`src/rtl/mem_arbiter_pkg.sv`:
```
// rtl/mem_arbiter_pkg.sv - shared widths, memory command codes and tag-owner encoding
package mem_arbiter_pkg;

   localparam int ADDR_W      = 32;
   localparam int MEM_BLOCK_W = 64;
   localparam int MEM_TAG_W   = 4;
   localparam int MEM_CMD_W   = 2;

   localparam logic [MEM_CMD_W-1:0] MEM_NONE  = 2'h0;
   localparam logic [MEM_CMD_W-1:0] MEM_LOAD  = 2'h1;
   localparam logic [MEM_CMD_W-1:0] MEM_STORE = 2'h2;

   typedef enum logic [1:0] {
      OWNER_NONE = 2'h0,
      OWNER_I    = 2'h1,
      OWNER_D    = 2'h2
   } mem_owner_e;

   localparam int STARVE_LIMIT_DEFAULT = 4;
   localparam int NUM_MEM_TAG_ENTRIES  = 16;

   function automatic logic [1:0] owner_of_grant(input logic grant_d);
      return grant_d ? OWNER_D : OWNER_I;
   endfunction

endpackage

```
`src/rtl/mem_tag_table.sv`:
```
// rtl/mem_tag_table.sv - per-tag owner register file with allocate, clear and one read port
module mem_tag_table
   import mem_arbiter_pkg::*;
(
   input  logic                 clk_i,
   input  logic                 rst_n_i,
   input  logic                 alloc_en_i,
   input  logic [MEM_TAG_W-1:0] alloc_idx_i,
   input  logic [1:0]           alloc_owner_i,
   input  logic                 clr_en_i,
   input  logic [MEM_TAG_W-1:0] clr_idx_i,
   input  logic [MEM_TAG_W-1:0] rd_idx_i,
   output logic [1:0]           rd_owner_o
`ifdef CPU_DEBUG_OUT
   ,
   output logic [NUM_MEM_TAG_ENTRIES-1:0][1:0] owners_o
`endif
);

   logic [1:0] owner_q [NUM_MEM_TAG_ENTRIES];
   logic [1:0] owner_d [NUM_MEM_TAG_ENTRIES];

   // Clear is applied before allocate so a tag returned and reissued in the same cycle keeps its new owner.
   always_comb begin
      for (int i = 0; i < NUM_MEM_TAG_ENTRIES; i++) begin
         owner_d[i] = owner_q[i];
         if (clr_en_i && clr_idx_i == MEM_TAG_W'(i)) begin
            owner_d[i] = OWNER_NONE;
         end
         if (alloc_en_i && alloc_idx_i == MEM_TAG_W'(i)) begin
            owner_d[i] = alloc_owner_i;
         end
      end
      owner_d[0] = OWNER_NONE;
   end

   always_ff @(posedge clk_i or negedge rst_n_i) begin
      if (!rst_n_i) begin
         for (int i = 0; i < NUM_MEM_TAG_ENTRIES; i++) begin
            owner_q[i] <= OWNER_NONE;
         end
      end else begin
         owner_q <= owner_d;
      end
   end

   assign rd_owner_o = owner_q[rd_idx_i];

`ifdef CPU_DEBUG_OUT
   always_comb begin
      for (int i = 0; i < NUM_MEM_TAG_ENTRIES; i++) begin
         owners_o[i] = owner_q[i];
      end
   end
`endif

endmodule

```
`src/rtl/mem_arbiter.sv`:
```
// rtl/mem_arbiter.sv - icache/dcache arbiter for the single memory port with tag-owner return routing
module mem_arbiter
   import mem_arbiter_pkg::*;
#(
   parameter int STARVE_LIMIT = STARVE_LIMIT_DEFAULT
) (
   input  logic                   clk_i,
   input  logic                   rst_n_i,
   input  logic [MEM_CMD_W-1:0]   icache2mem_command_i,
   input  logic [ADDR_W-1:0]      icache2mem_addr_i,
   input  logic [MEM_CMD_W-1:0]   dcache2mem_command_i,
   input  logic [ADDR_W-1:0]      dcache2mem_addr_i,
   input  logic [MEM_BLOCK_W-1:0] dcache2mem_data_i,
   input  logic [MEM_TAG_W-1:0]   mem2proc_transaction_tag_i,
   input  logic [MEM_BLOCK_W-1:0] mem2proc_data_i,
   input  logic [MEM_TAG_W-1:0]   mem2proc_data_tag_i,
   output logic [MEM_CMD_W-1:0]   proc2mem_command_o,
   output logic [ADDR_W-1:0]      proc2mem_addr_o,
   output logic [MEM_BLOCK_W-1:0] proc2mem_data_o,
   output logic                   dcache_request_o,
   output logic [MEM_TAG_W-1:0]   imem2proc_transaction_tag_o,
   output logic [MEM_TAG_W-1:0]   dmem2proc_transaction_tag_o,
   output logic [MEM_BLOCK_W-1:0] imem2proc_data_o,
   output logic [MEM_BLOCK_W-1:0] dmem2proc_data_o,
   output logic [MEM_TAG_W-1:0]   imem2proc_data_tag_o,
   output logic [MEM_TAG_W-1:0]   dmem2proc_data_tag_o
`ifdef CPU_DEBUG_OUT
   ,
   output logic [NUM_MEM_TAG_ENTRIES-1:0][1:0] tag_owner_debug_o
`endif
);

   localparam int CNT_W = $clog2(STARVE_LIMIT + 1);
   localparam logic [CNT_W-1:0] STARVE_MAX = CNT_W'(STARVE_LIMIT);

   logic [CNT_W-1:0] starve_q, starve_d;
   logic             i_req, d_req;
   logic             grant_i, grant_d;
   logic             d_is_load;
   logic             alloc_en;
   logic             clr_en;
   logic [1:0]       rd_owner;

   assign i_req     = (icache2mem_command_i != MEM_NONE);
   assign d_req     = (dcache2mem_command_i != MEM_NONE);
   assign d_is_load = (dcache2mem_command_i == MEM_LOAD);

   // The dcache normally wins a tie; a starved icache takes exactly one cycle back.
   assign grant_d = d_req && !(i_req && starve_q == STARVE_MAX);
   assign grant_i = i_req && !grant_d;

   always_comb begin
      proc2mem_command_o = MEM_NONE;
      proc2mem_addr_o    = '0;
      proc2mem_data_o    = '0;
      if (grant_d) begin
         proc2mem_command_o = dcache2mem_command_i;
         proc2mem_addr_o    = dcache2mem_addr_i;
         if (dcache2mem_command_i == MEM_STORE) begin
            proc2mem_data_o = dcache2mem_data_i;
         end
      end else if (grant_i) begin
         proc2mem_command_o = icache2mem_command_i;
         proc2mem_addr_o    = icache2mem_addr_i;
      end
   end

   assign dcache_request_o = grant_d;

   // Stores get no tag back to the dcache; only accepted loads are announced.
   assign imem2proc_transaction_tag_o = grant_i ? mem2proc_transaction_tag_i : '0;
   assign dmem2proc_transaction_tag_o = (grant_d && d_is_load) ? mem2proc_transaction_tag_i : '0;

   always_comb begin
      starve_d = '0;
      if (i_req && !grant_i) begin
         starve_d = (starve_q == STARVE_MAX) ? STARVE_MAX : starve_q + 1'b1;
      end
   end

   always_ff @(posedge clk_i or negedge rst_n_i) begin
      if (!rst_n_i) begin
         starve_q <= '0;
      end else begin
         starve_q <= starve_d;
      end
   end

   assign alloc_en = (grant_i || (grant_d && d_is_load)) && (mem2proc_transaction_tag_i != '0);
   assign clr_en   = (mem2proc_data_tag_i != '0);

   mem_tag_table u_tag_table (
      .clk_i         (clk_i),
      .rst_n_i       (rst_n_i),
      .alloc_en_i    (alloc_en),
      .alloc_idx_i   (mem2proc_transaction_tag_i),
      .alloc_owner_i (owner_of_grant(grant_d)),
      .clr_en_i      (clr_en),
      .clr_idx_i     (mem2proc_data_tag_i),
      .rd_idx_i      (mem2proc_data_tag_i),
      .rd_owner_o    (rd_owner)
`ifdef CPU_DEBUG_OUT
      ,
      .owners_o      (tag_owner_debug_o)
`endif
   );

   assign imem2proc_data_o     = mem2proc_data_i;
   assign dmem2proc_data_o     = mem2proc_data_i;
   assign imem2proc_data_tag_o = (rd_owner == OWNER_I) ? mem2proc_data_tag_i : '0;
   assign dmem2proc_data_tag_o = (rd_owner == OWNER_D) ? mem2proc_data_tag_i : '0;

endmodule
```
`config.mk`:
```
export PLATFORM = sky130hd
export DESIGN_NAME = mem_arbiter
export DESIGN_NICKNAME = d
export VERILOG_FILES = /design/src/rtl/mem_arbiter_pkg.sv /design/src/rtl/mem_tag_table.sv /design/src/rtl/mem_arbiter.sv
export SDC_FILE = /design/constraint.sdc
export NUM_CORES = 1
export LEC_CHECK = 0
export ABC_AREA = 0
export CAP_MARGIN = 5
export CORE_AREA = 2 2 177 179
export DETAILED_ROUTE_END_ITERATION = 8
export DIE_AREA = 0 0 179 181
export PLACE_DENSITY_LB_ADDON = 0.08
export SETUP_SLACK_MARGIN = 0.5
export SLEW_MARGIN = 5
export SYNTH_ARGS = -nofsm -noshare
export SYNTH_HDL_FRONTEND = slang
export SYNTH_SLANG_ARGS = --single-unit
```
`constraint.sdc`:
```
create_clock -name clk_i -period 2.01 [get_ports clk_i]
set_input_delay 0.3015 -clock clk_i [delete_from_list [all_inputs] [get_ports clk_i]]
set_output_delay 0.3015 -clock clk_i [all_outputs]
set_load 0.02 [all_outputs]
```
Word level (Yosys, flattened, before mapping)
Cells that the tools add are included.
Operators by class
  $add $sub $neg: 1
  multiply operators: 0
  div/mod/pow operators: 0
  $lt $le $gt $ge: 1
  equal/unequal tests: 35
  shift operators: 0
  mux-type cells: 46
  bitwise gates (word level): 1
  reductions and logical operators: 59
Operators by type and width (number)
  two-way mux 64 bit: 2
  two-way mux 2 bit: 35
  == test 4 bit (second input constant): 16
  two-way mux 32 bit: 2
  logical AND 1 bit: 36
  nonzero test 2 bit: 17
  == test 4 x 3 -> 1 bit (second input constant): 8
  == test 4 x 2 -> 1 bit (second input constant): 4
  two-way mux 4 bit: 4
  binary-select mux 2 bit (select 4 bit): 1
  == test 4 x 1 -> 1 bit (second input constant): 2
  nonzero test 4 bit: 2
  two-way mux 3 bit: 2
  greater-or-equal comparator 5 bit (second input constant): 1
  NOT 4 -> 5 bit: 1
  == test 2 x 1 -> 1 bit (second input constant): 2
  == test 2 bit (second input constant): 2
  adder 3 x 1 -> 3 bit (second input constant): 1
  == test 3 bit (second input constant): 1
  zero test 1 bit: 3
  logical OR 1 bit: 1
Word-level totals
  flip-flop bits (word level): 33
  bits in latches: 0
  memory bits (writable): 0
  bits in read-only memories: 0
  output and inout port bits: 243
  word-level logic and storage cells: 159
  memories: 0

Depth between registers and ports, before layout
Gate-level depths: netlist of run 1.
  depth in word-level cells: 10
  mapped depth: 8
  gate-level depth less buffers: 7

Modules after synthesis
Synthesis of run 1 repeated with hierarchy kept, for this count alone.
Second synthesis, totals
  cell total of the unflattened synthesis: 437
  area, all modules: 3732.3 µm²
By module, submodules not included
  mem_arbiter: times used 1, cells each 288, area an instance 2153.3 µm²
  mem_tag_table: times used 1, cells each 149, area an instance 1579.0 µm²

Worst setup path after synthesis of run 1
No wires, ideal clock.
  path type: input to output
  from: in mem2proc_data_tag_i[3]
  to: out dmem2proc_data_tag_o[0]
  data arrival time: 2210 ps
  data required time: 1709 ps
  slack: -501 ps
  cell stages on the path: 6
  path buffers: 2
  path through: buf_2 > inv_2 > mux4_2 > and2_4 > buf_6 > a2111oi_1
On the way
  word-level cells in the longest chain between the ends: 6
RTL lines
  start, declared: line mem_arbiter.sv:16  | input logic [MEM_TAG_W-1:0] mem2proc_data_tag_i,
  NOT 4 -> 5 bit (not written as such): line mem_tag_table.sv:47  | assign rd_owner_o = owner_q[rd_idx_i];
  binary-select mux 2 bit (select 4 bit): line mem_tag_table.sv:47
  two-way mux 2 bit (not written as such) (2 in a row): line mem_tag_table.sv:47
  == test 2 bit: line mem_arbiter.sv:111  | assign dmem2proc_data_tag_o = (rd_owner == OWNER_D) ? mem2proc_data_tag_i : '0;
  two-way mux 4 bit: line mem_arbiter.sv:111
  end, declared: line mem_arbiter.sv:26  | output logic [MEM_TAG_W-1:0] dmem2proc_data_tag_o
Every way passes these cells. The select of a mux whose other input is x is not followed.

Worst setup path after layout of run 1
  from: reg starve_q[0]
  to: out proc2mem_data_o[49]
On the way
  word-level cells in the longest chain between the ends: 5
RTL lines
  start, declared: line mem_arbiter.sv:36  | logic [CNT_W-1:0] starve_q, starve_d;
  start signal, assigned: line mem_arbiter.sv:85  | starve_q <= starve_d;
  == test 3 bit: line mem_arbiter.sv:49  | assign grant_d = d_req && !(i_req && starve_q == STARVE_MAX);
  logical AND 1 bit: line mem_arbiter.sv:49
  zero test 1 bit: line mem_arbiter.sv:49
  logical AND 1 bit: line mem_arbiter.sv:49
  two-way mux 64 bit: line mem_arbiter.sv:56  | if (grant_d) begin
  end, declared: line mem_arbiter.sv:19  | output logic [MEM_BLOCK_W-1:0] proc2mem_data_o,
Every way passes these cells.

==> flow_summary.toml, run 1 <==
[outcome]
status = "complete, but fails checks"
violations = "negative setup slack"

[placement]
place_congestion = 0.792
post-dp-hpwl_mm = 19.7
dp_cells = 1077
io_buffer_count = 256

[synth]
synth_top_area_cell = "buf_4"
synthSimpleGateAreaFrac_pct = 27.9
synth_cell_types = 37
synth_xor_area_share_pct = 0
synth_top_family_by_area = "buffers and inverters"
netlist_instances = 517
synth_adder_area_share_pct = 0.639
synth_nets = 725
yosys_warnings = 0
synth.area.mux_share_pct = 12.4
synth_compound_area_share_pct = 9.27
synth_area_per_cell_um2 = 7.57
syn_area_um2 = 3910
synth-seq-area-share_pct = 21.1
synthTopCellsByArea = "buf_4 25%, dfrtp_1 21%, mux2i_1 11%"
ys_seq_elements = 33
synth.top_cell.area_share_pct = 24.7

[critical_path]
worstPathArrival_ps = 1970
crit_fanout = 5
start_kind = "flip-flop"
endpoint_kind = "primary output"
crit_type = "reg2out"
cp.required_ps = 1710

[clock_tree]
postCtsHoldBufs = 0
clockBufferDepth = 2
numCtsBuffers = 5
clock_latency_ps = 280
cts_tree = "yes"
cts_max_level = 2
root_buffer = "clkbuf_16"
cts_sinks = 33
clk_pin_slew_ps = 50

[drt]
viasPerCell = 3.81
avgRoutedWirePerCell_um = 21.6
drtIter0Drc = 107
dr.pass1.iters = 4
num_vias = 4301
ant_nets = 0
drc_errors = 0
detail_route.wirelength_mm = 24.4

[timing]
rsz0062_at_grt = "yes"
slew-limit-headroom_pct = 59.9
worst_slew_pin_slew_ps = 597
finalMaxSlewViolations = 0
timing.final.crit_share_pct = 113
clock_skew_ps = 2.94
layout_min_cycle_time_ps = 2270
fmax_mhz = 440
setup_slack_ps = -265
hold_viol = 0
setup_viol = 129

[final_layout]
layout.cells.non_filler = 1130
area_growth_syn_to_layout_pct = 118
fill_cells = 3224
drive_above_1_share_pct = 59.9
seq_area_um2 = 826
nNetsFinal = 938
multi_input_area_um2 = 3090

[global_route]
grt_max_degree = 35
grt_pass1_vias = 4799
overflow = 0
grt_use_total_pct = 14.7
grt_pass1_wl_mm = 34.2
antenna_found_initial = 7

[die]
dieWidth_um = 179
die-height_um = 181
pin_count = 449
core-area_um2 = 30300
dieArea_um2 = 32400
start_util_pct = 12.9
core.rowCount = 64

[flow_run]
drv_cap = 0

[pwr]
p_leak_nw = 3.87
ir_worst_vdd_v = 0.000312
p_per_area_nw_per_um2 = 483
finalPower_mw = 4.11

[hold_path]
holdCritPathClass = "in2async"
-- per-stage QoR --
stage / hold WS [ps] / setup TNS (ps) / instance area (um^2) / worst slack [ps] / util, %
2_1_floorplan: 5.91 / 0 / 4920 / 42.6 / -
3_3_place_gp: 543 / -83470 / 7220 / -1030 / 23.8
3_5_place_dp: 545 / -85740 / 7220 / -1090 / 23.8
4_1_cts: 456 / -25330 / 8250 / -332 / 27.2
5_1_grt: 478 / -35160 / 8520 / -356 / 28.1
6_report: 442 / -21410 / 8530 / -265 / 28.1
-- worst max-delay path: stages, from the launching register on --
cell	delay [ps]
dfrtp_1	360
inv_2	50
ha_4	170
buf_6	110
o211a_4	140
nor3_4	160
buf_6	190
buf_16	140
buf_6	100
and2_4	140
buf_6	120
-- area by class of cell --
class | count | area share (%)
multi-input combinational | 318 | 36.2
sequential | 33 | 9.69
clock inverter | 3 | 0.205
tap | 396 | 5.81
timing repair buffer | 362 | 46.0
antenna | 3 | 0.0881
inverter | 10 | 0.528
clock buffer | 5 | 1.47
-- cell usage in the layout, fill, tap and decap left out, drive strengths merged, types with 5 or more instances in the layout --
| master | count |
|---|---|
| and3 | 5 |
| inv | 10 |
| and2 | 70 |
| o21ai | 34 |
| mux2i | 44 |
| nand3 | 35 |
| a2111oi | 5 |
| dfrtp | 33 |
| clkdlybuf4s50 | 135 |
| buf | 218 |
| nor3 | 6 |
| nand2 | 85 |
| clkbuf | 6 |
-- where the power goes --
part           switching (mW)  total [mW]  internal, mW
Combinational            1.16        2.52          1.36
Clock                   0.287       0.740         0.454
Sequential             0.0776       0.851         0.774
-- cell usage after synthesis --
library cell and instances:
o21ai_1 1, buf_1 2, clkbuf_1 22, or3_1 1, mux4_2 2, o211a_1 1
mux2i_1 44, nand3b_1 3, o22ai_1 2, nor2b_1 4, and2_1 69, ha_1 2
a21oi_1 2, nor3_2 1, and3_1 5, a41oi_1 2, buf_6 2, nand2_1 85
nand2b_1 3, a2111oi_1 2, buf_2 1, o2111ai_1 1, inv_2 2, o211ai_1 1
or2_2 1, a2111oi_2 3, a211oi_1 1, nor3_1 5, nand3_1 35, dfrtp_1 33
nor2_1 3, o2111a_1 4, buf_4 129, o21ai_0 33, inv_1 8, and2_4 1
a211o_1 1
-- state kept, by name, summed over array words and instances (netlist names) --
name,flops
u_tag_table.owner_q,30
starve_q,3
-- metal layers --
metal	global-route usage (%)	share of wire [%]
met2	26.7	52
met3	4.88	9.5
met1	15.9	35
met4	4.91	3.0
met5	0	0
-- path summary, 6_finish.rpt --
path | depth (start not counted) | startpoint | to | slack (ps)
max | 10 | starve_q[0]$_DFF_PN0_ | proc2mem_data_o[49] | -260
max in group asynchronous | 2 | rst_n_i | u_tag_table.owner_q[8]$_DFFE_PN0P_ | 1250
min | 2 | rst_n_i | u_tag_table.owner_q[1]$_DFFE_PN0P_ | 440
max reg2reg | 13 | starve_q[0]$_DFF_PN0_ | u_tag_table.owner_q[15]$_DFFE_PN0P_ | -160
min in group clk_i | 2 | u_tag_table.owner_q[27]$_DFFE_PN0P_ | u_tag_table.owner_q[27]$_DFFE_PN0P_ | 550
min reg2reg | 2 | u_tag_table.owner_q[27]$_DFFE_PN0P_ | u_tag_table.owner_q[27]$_DFFE_PN0P_ | 550
-- kinds of logic (layout without fill, tap and decap cells) --
family	count (synthesis)	count (layout)
AND/OR/NAND/NOR	216	216
buffers and inverters	166	380
AO/OA/AOI/OAI	54	54
multiplexers	46	46
flip-flops	33	33
adder cells (fa/ha/maj)	2	2
other	0	3
-- what timing repair did --
action,in CTS,in global routing
gates resized for setup,663,47
buffers inserted,24,8
endpoints found under the hold margin,0,0
pin swaps,24,11
cloned,9,1
endpoints found under the setup margin,148,148
No activity file was read; power rests on OpenSTA's default activity.
==> inputs of run 2 (changes only) <==
--- a/config.mk
+++ b/config.mk
@@ -12,7 +12,7 @@
 export DIE_AREA = 0 0 179 181
 export PLACE_DENSITY_LB_ADDON = 0.08
 export SETUP_SLACK_MARGIN = 0.5
-export SLEW_MARGIN = 5
+export SLEW_MARGIN = 20
 export SYNTH_ARGS = -nofsm -noshare
 export SYNTH_HDL_FRONTEND = slang
 export SYNTH_SLANG_ARGS = --single-unit
==> results of run 2 <==
Same layout as run 1: the final DEF is identical, and so are final timing and power.
==> inputs of run 3 (changes only) <==
--- a/config.mk
+++ b/config.mk
@@ -12,7 +12,7 @@
 export DIE_AREA = 0 0 179 181
 export PLACE_DENSITY_LB_ADDON = 0.08
 export SETUP_SLACK_MARGIN = 0.5
-export SLEW_MARGIN = 20
+export SLEW_MARGIN = 0
 export SYNTH_ARGS = -nofsm -noshare
 export SYNTH_HDL_FRONTEND = slang
 export SYNTH_SLANG_ARGS = --single-unit
==> results of run 3 <==
Same layout as run 1: the final DEF is identical, and so are final timing and power.
==> patch 1 (settings of run 2) <==
Build with the macro `CPU_DEBUG_OUT` defined.
--- a/src/rtl/mem_tag_table.sv
+++ b/src/rtl/mem_tag_table.sv
@@ -1,4 +1,6 @@
 // rtl/mem_tag_table.sv - per-tag owner register file with allocate, clear and one read port
+`define CPU_DEBUG_OUT
+
 module mem_tag_table
    import mem_arbiter_pkg::*;
 (
Check against the original RTL (old outputs only; new: tag_owner_debug_o): equivalent (Yosys induction, for registers that start in step).
==> patch 1 against run 2 <==
  * The run still ends with setup timing left
  * Die area did not move
  * Synthesized area up 0.48%
  * Combinational power up 16%
  * Routed wire length rose by 4.7%
  * Worst setup slack improved by 47 ps
  * Non-clock buffer count rose by 54
  * Cell area is 3.8% higher
  * Count of clock-buffer cells in the layout is 1 higher
  * Register-to-register slack gained 180 ps
  * Sequential cell count did not move
  * Power up 10%
==> patch 1: results (changes against run 2) <==
[outcome]
status = finished, violations left  ; unchanged
violations = setup timing  ; unchanged

[setup_path]
r2r-start = starve_q[1]$_DFF_PN0_  ; was starve_q[0]$_DFF_PN0_
r2r_cells = 12  ; was 13
cp_max_fo = 5  ; unchanged
reg2reg_to = u_tag_table.owners_o[28]$_DFFE_PN0P_  ; was u_tag_table.owner_q[15]$_DFFE_PN0P_
crit_arrival_ps = 1930  ; was 1970 ps
r2r_slack_ps = 20  ; was -160 ps

[power_and_ir_drop]
p_switching_mw = 1.77  ; was 1.53 mW
peakVddDrop_mv = 0.284  ; was 0.312 mV
total_leakage_power_nw = 4.20  ; was 3.87 nW

[finish]
fillers = 3215  ; was 3224
drive_above_1_share_pct = 56.8  ; was 59.9%
regArea_sq_um = 827  ; was 826 sq um
largest_reg_flops = 30  ; unchanged
nNetsFinal = 994  ; was 938

[route]
wl_um = 25600  ; was 24400 um
drt-initial-drc-count = 135  ; was 107
vias = 4530  ; was 4301
dr.pass1.iters = 6  ; was 4

[global_route]
grt_pass1_vias = 5088  ; was 4799
grt_pass1_wl_um = 35900  ; was 34200 um
antenna_found_initial = 6  ; was 7
grt_max_degree = 23  ; was 35
grt.total_usage_pct = 15.3  ; was 14.7%

[yosys]
synthArstFlopShare_pct = 100  ; unchanged
synth.top_cells.by_area = buf_4 (25%), dfrtp_1 (21%), mux2i_1 (11%)  ; unchanged
synth.distinct_cells = 38  ; was 37
synth_top_flop_cell = dfrtp_1  ; unchanged
yosysWarnings = 0  ; unchanged
yosys-top-cells-count = buf_4 (131), nand2_1 (85), and2_1 (69), mux2i_1 (44), nand3_1 (35)  ; was buf_4 (129), nand2_1 (85), and2_1 (69), mux2i_1 (44), nand3_1 (35)
ys_seq_area_share_pct = 21.0  ; was 21.1%

[clock_network]
clkTransAtPathRegs_ps = 60
ctsHtreeMaxLevel = 2  ; unchanged
insertion_delay_ps = 280  ; about the same
clock-root-buffer = clkbuf_16  ; unchanged

[sta]
finalSetupTns_ps = -16650  ; was -21410 ps
tightestPinTransition_ps = 652  ; was 597 ps
worst_hold_slack_ps = 403  ; was 442 ps
setup_slack_ps = -218  ; was -265 ps
setup_viol = 111  ; was 129
fin_worst_skew_ps = 3.74  ; was 2.94 ps

[placement]
hpwl_um = 20700  ; was 19700 um
port_buffers = 286  ; was 256
place_ws_ps = -1060  ; was -1090 ps
place_area_sq_um = 7710  ; was 7220 sq um
place_congestion = 0.798  ; was 0.792

[hold_path]
hp-class = input pin to asynchronous set/reset pin  ; unchanged

patch 1: worst max-delay path, stage by stage (launching register included):
cell and delay (ps):
dfrtp_1 380, mux2i_1 90, mux4_2 460, and2_4 190, buf_12 140, o2111a_2 260, buf_6 130
patch 1: how the worst max path moves through the flow:
| stage | startpoint | endpoint | depth (start not counted) |
|---|---|---|---|
| 6_report | u_tag_table.owners_o[11]$_DFFE_PN0P_ | imem2proc_data_tag_o[0] | 6 |
| 5_1_grt | starve_q[0]$_DFF_PN0_ | proc2mem_data_o[54] | 10 |
| 4_1_cts | starve_q[0]$_DFF_PN0_ | proc2mem_data_o[54] | 10 |
| 3_5_place_dp | mem2proc_data_tag_i[1] | dmem2proc_data_tag_o[0] | 7 |
| 3_3_place_gp | mem2proc_data_tag_i[1] | dmem2proc_data_tag_o[1] | 7 |
| 2_1_floorplan | mem2proc_data_tag_i[1] | dmem2proc_data_tag_o[0] | 6 |
patch 1: power groups by stage:
stage / clock network, mW / logic, mW / registers, mW
after floorplan: 0 / 1.51 / 0.976
after global placement: 0 / 2.59 / 0.884
after detailed placement: 0 / 2.59 / 0.872
after CTS: 0.768 / 2.85 / 0.861
after global routing: 0.795 / 3.12 / 0.870
final: 0.749 / 2.93 / 0.860
patch 1: metal layers:
metal  GRT usage, %  vias up  wire (um)  part of all wire (%)
li1               -     2134          -                     -
met1           16.9     2158       9450                    37
met2           27.6      190      13400                    52
met3           4.80       48       2210                   8.6
met4           4.88        0        524                   2.1
met5              0        -          0                     0
patch 1: through the flow:
step / power (mW) / instances
3_5_place_dp: 3.47 / 1132
6_report: 4.54 / 1187
5_1_grt: 4.79 / 1187
4_1_cts: 4.48 / 1171
3_3_place_gp: 3.47 / 1132
2_1_floorplan: 2.48 / 521
patch 1: cell families after synthesis:
family | synth area share [%]
multiplexers | 12.3
buffers and inverters | 29.0
AND/OR/NAND/NOR | 27.7
adder cells (fa/ha/maj) | 0.636
other | 0.0954
flip-flops | 21.0
AO/OA/AOI/OAI | 9.23
patch 1: layout make-up:
class | instances | area share (%)
repair buffers | 416 | 49.1
multi-input cells | 320 | 33.8
flip-flops and latches | 33 | 9.34
well taps | 396 | 5.60
clock buffers | 6 | 1.46
inverters | 10 | 0.509
clock inverters | 2 | 0.113
diodes | 4 | 0.113
patch 1: what timing repair did:
action                                  in CTS  in global routing
setup buffers                               24                 11
cloned                                       7                  1
resized for setup                          613                 87
hold endpoints to repair                     0                  0
endpoints found under the setup margin     176                147
pin swaps                                   24                 13
==> patch 2 (flow settings as in run 2) <==
Without the edit above. Add an input register stage for `icache2mem_addr_i`; this delays it by one clock. The other inputs are not delayed to match.
--- a/src/rtl/mem_arbiter.sv
+++ b/src/rtl/mem_arbiter.sv
@@ -33,6 +33,12 @@
    localparam int CNT_W = $clog2(STARVE_LIMIT + 1);
    localparam logic [CNT_W-1:0] STARVE_MAX = CNT_W'(STARVE_LIMIT);
 
+   logic [ADDR_W-1:0] icache2mem_addr_q;
+
+   always_ff @(posedge clk_i) begin
+      icache2mem_addr_q <= icache2mem_addr_i;
+   end
+
    logic [CNT_W-1:0] starve_q, starve_d;
    logic             i_req, d_req;
    logic             grant_i, grant_d;
@@ -61,7 +67,7 @@
          end
       end else if (grant_i) begin
          proc2mem_command_o = icache2mem_command_i;
-         proc2mem_addr_o    = icache2mem_addr_i;
+         proc2mem_addr_o    = icache2mem_addr_q;
       end
    end
 
Formal check against the unedited RTL: not equivalent (a bounded check fails within 4 cycles, from zero or initial values and one cycle with rst_n_i low).
==> patch 2 against run 2 <==
  * The flow still finishes with violations (setup timing)
  * Sequential cell count grew 32
  * Routed wire length grew 2.8%
  * Cell count grew 5.2%
  * Core utilization grew 5.9 points
  * Power grew 51%
  * Combinational power grew 15%
  * Cell area grew 21%
  * Via count grew 8.2%
  * Synthesized cell count grew 5.4%
  * Register-to-register slack gained 200 ps
  * Synthesized area grew 17%
  * Non-clock buffer count grew 26
  * Worst setup slack lost 210 ps
  * Critical path type unchanged
==> patch 2: results (changes against run 2) <==
[route]
wl_met1_um = 11100  ; was 8640 um
vias = 4655  ; was 4301
dr_wl_met3_um = 2790  ; was 2320 um

[sta]
setup_slack_ps = -475  ; was -265 ps
setup_viol = 115  ; was 129

[power_and_ir_drop]
powerComb_mw = 2.89  ; was 2.52 mW
peakVddDrop_mv = 0.280  ; was 0.312 mV
swShare_pct = 32.8  ; was 37.1%
p_clk_share_pct = 28.7  ; was 18.0%

[finish]
antenna_cells = 0  ; was 3
clk_share_pct = 3.18  ; was 1.67%
multi_input_cells = 317  ; was 318
nNetsFinal = 996  ; was 938
nClkBuffers = 9  ; was 5
sh_seq_area_pct = 14.2  ; was 9.69%
multi_input_area_sq_um = 3370  ; was 3090 sq um
fillers = 3066  ; was 3224
num-nonclk-inverters = 7  ; was 10
buffers_excl_clock = 388  ; was 362

[global_route]
grt.total_usage_pct = 15.3  ; was 14.7%
gr-usage-met3_pct = 7.26  ; was 4.88%
antenna_found_initial = 1  ; was 7

[yosys]
synth.top_cells.by_area = buf_4 (21%), dfrtp_1 (18%), dfxtp_1 (14%)  ; was buf_4 (25%), dfrtp_1 (21%), mux2i_1 (11%)
syn-num-nets = 753  ; was 725
muxShareOfSynthArea_pct = 10.4  ; was 12.4%
synth_compound_area_share_pct = 6.54  ; was 9.27%

[outcome]
status = finished, violations left  ; unchanged
violations = setup timing  ; unchanged

[clock_network]
insertion_delay_ps = 340  ; was 280 ps

[setup_path]
cp_slowest_cell = a2111o_1  ; was dfrtp_1
r2r_slack_ps = 40  ; was -160 ps
cp_max_fo = 3  ; was 5
max_stage_delay_ps = 500  ; was 360 ps

[placement]
place_ws_ps = -1220  ; was -1090 ps

==> patch 2: what timing repair did <==
| item | 4_1_cts | 5_1_grt |
|---|---|---|
| hold buffers | 0 | 0 |
| cloned | 10 | 1 |
| endpoints found under the hold margin | 0 | 0 |
| pin swaps | 23 | 34 |
| setup buffers | 38 | 28 |
| resized for setup | 497 | 133 |
| endpoints found under the setup margin | 148 | 148 |
==> patch 2: worst max path at each step <==
stage	to	start	cells past startpoint	slack, ps
after floorplan	dmem2proc_data_tag_o[0]	mem2proc_data_tag_i[1]	5	-30
after global routing	dmem2proc_data_tag_o[1]	u_tag_table.owner_q[28]$_DFFE_PN0P_	5	-550
after global placement	dmem2proc_data_tag_o[1]	mem2proc_data_tag_i[1]	7	-1170
final	dmem2proc_data_tag_o[3]	u_tag_table.owner_q[28]$_DFFE_PN0P_	5	-470
after CTS	imem2proc_data_tag_o[3]	u_tag_table.owner_q[1]$_DFFE_PN0P_	5	-520
after detailed placement	dmem2proc_data_tag_o[1]	mem2proc_data_tag_i[1]	7	-1220
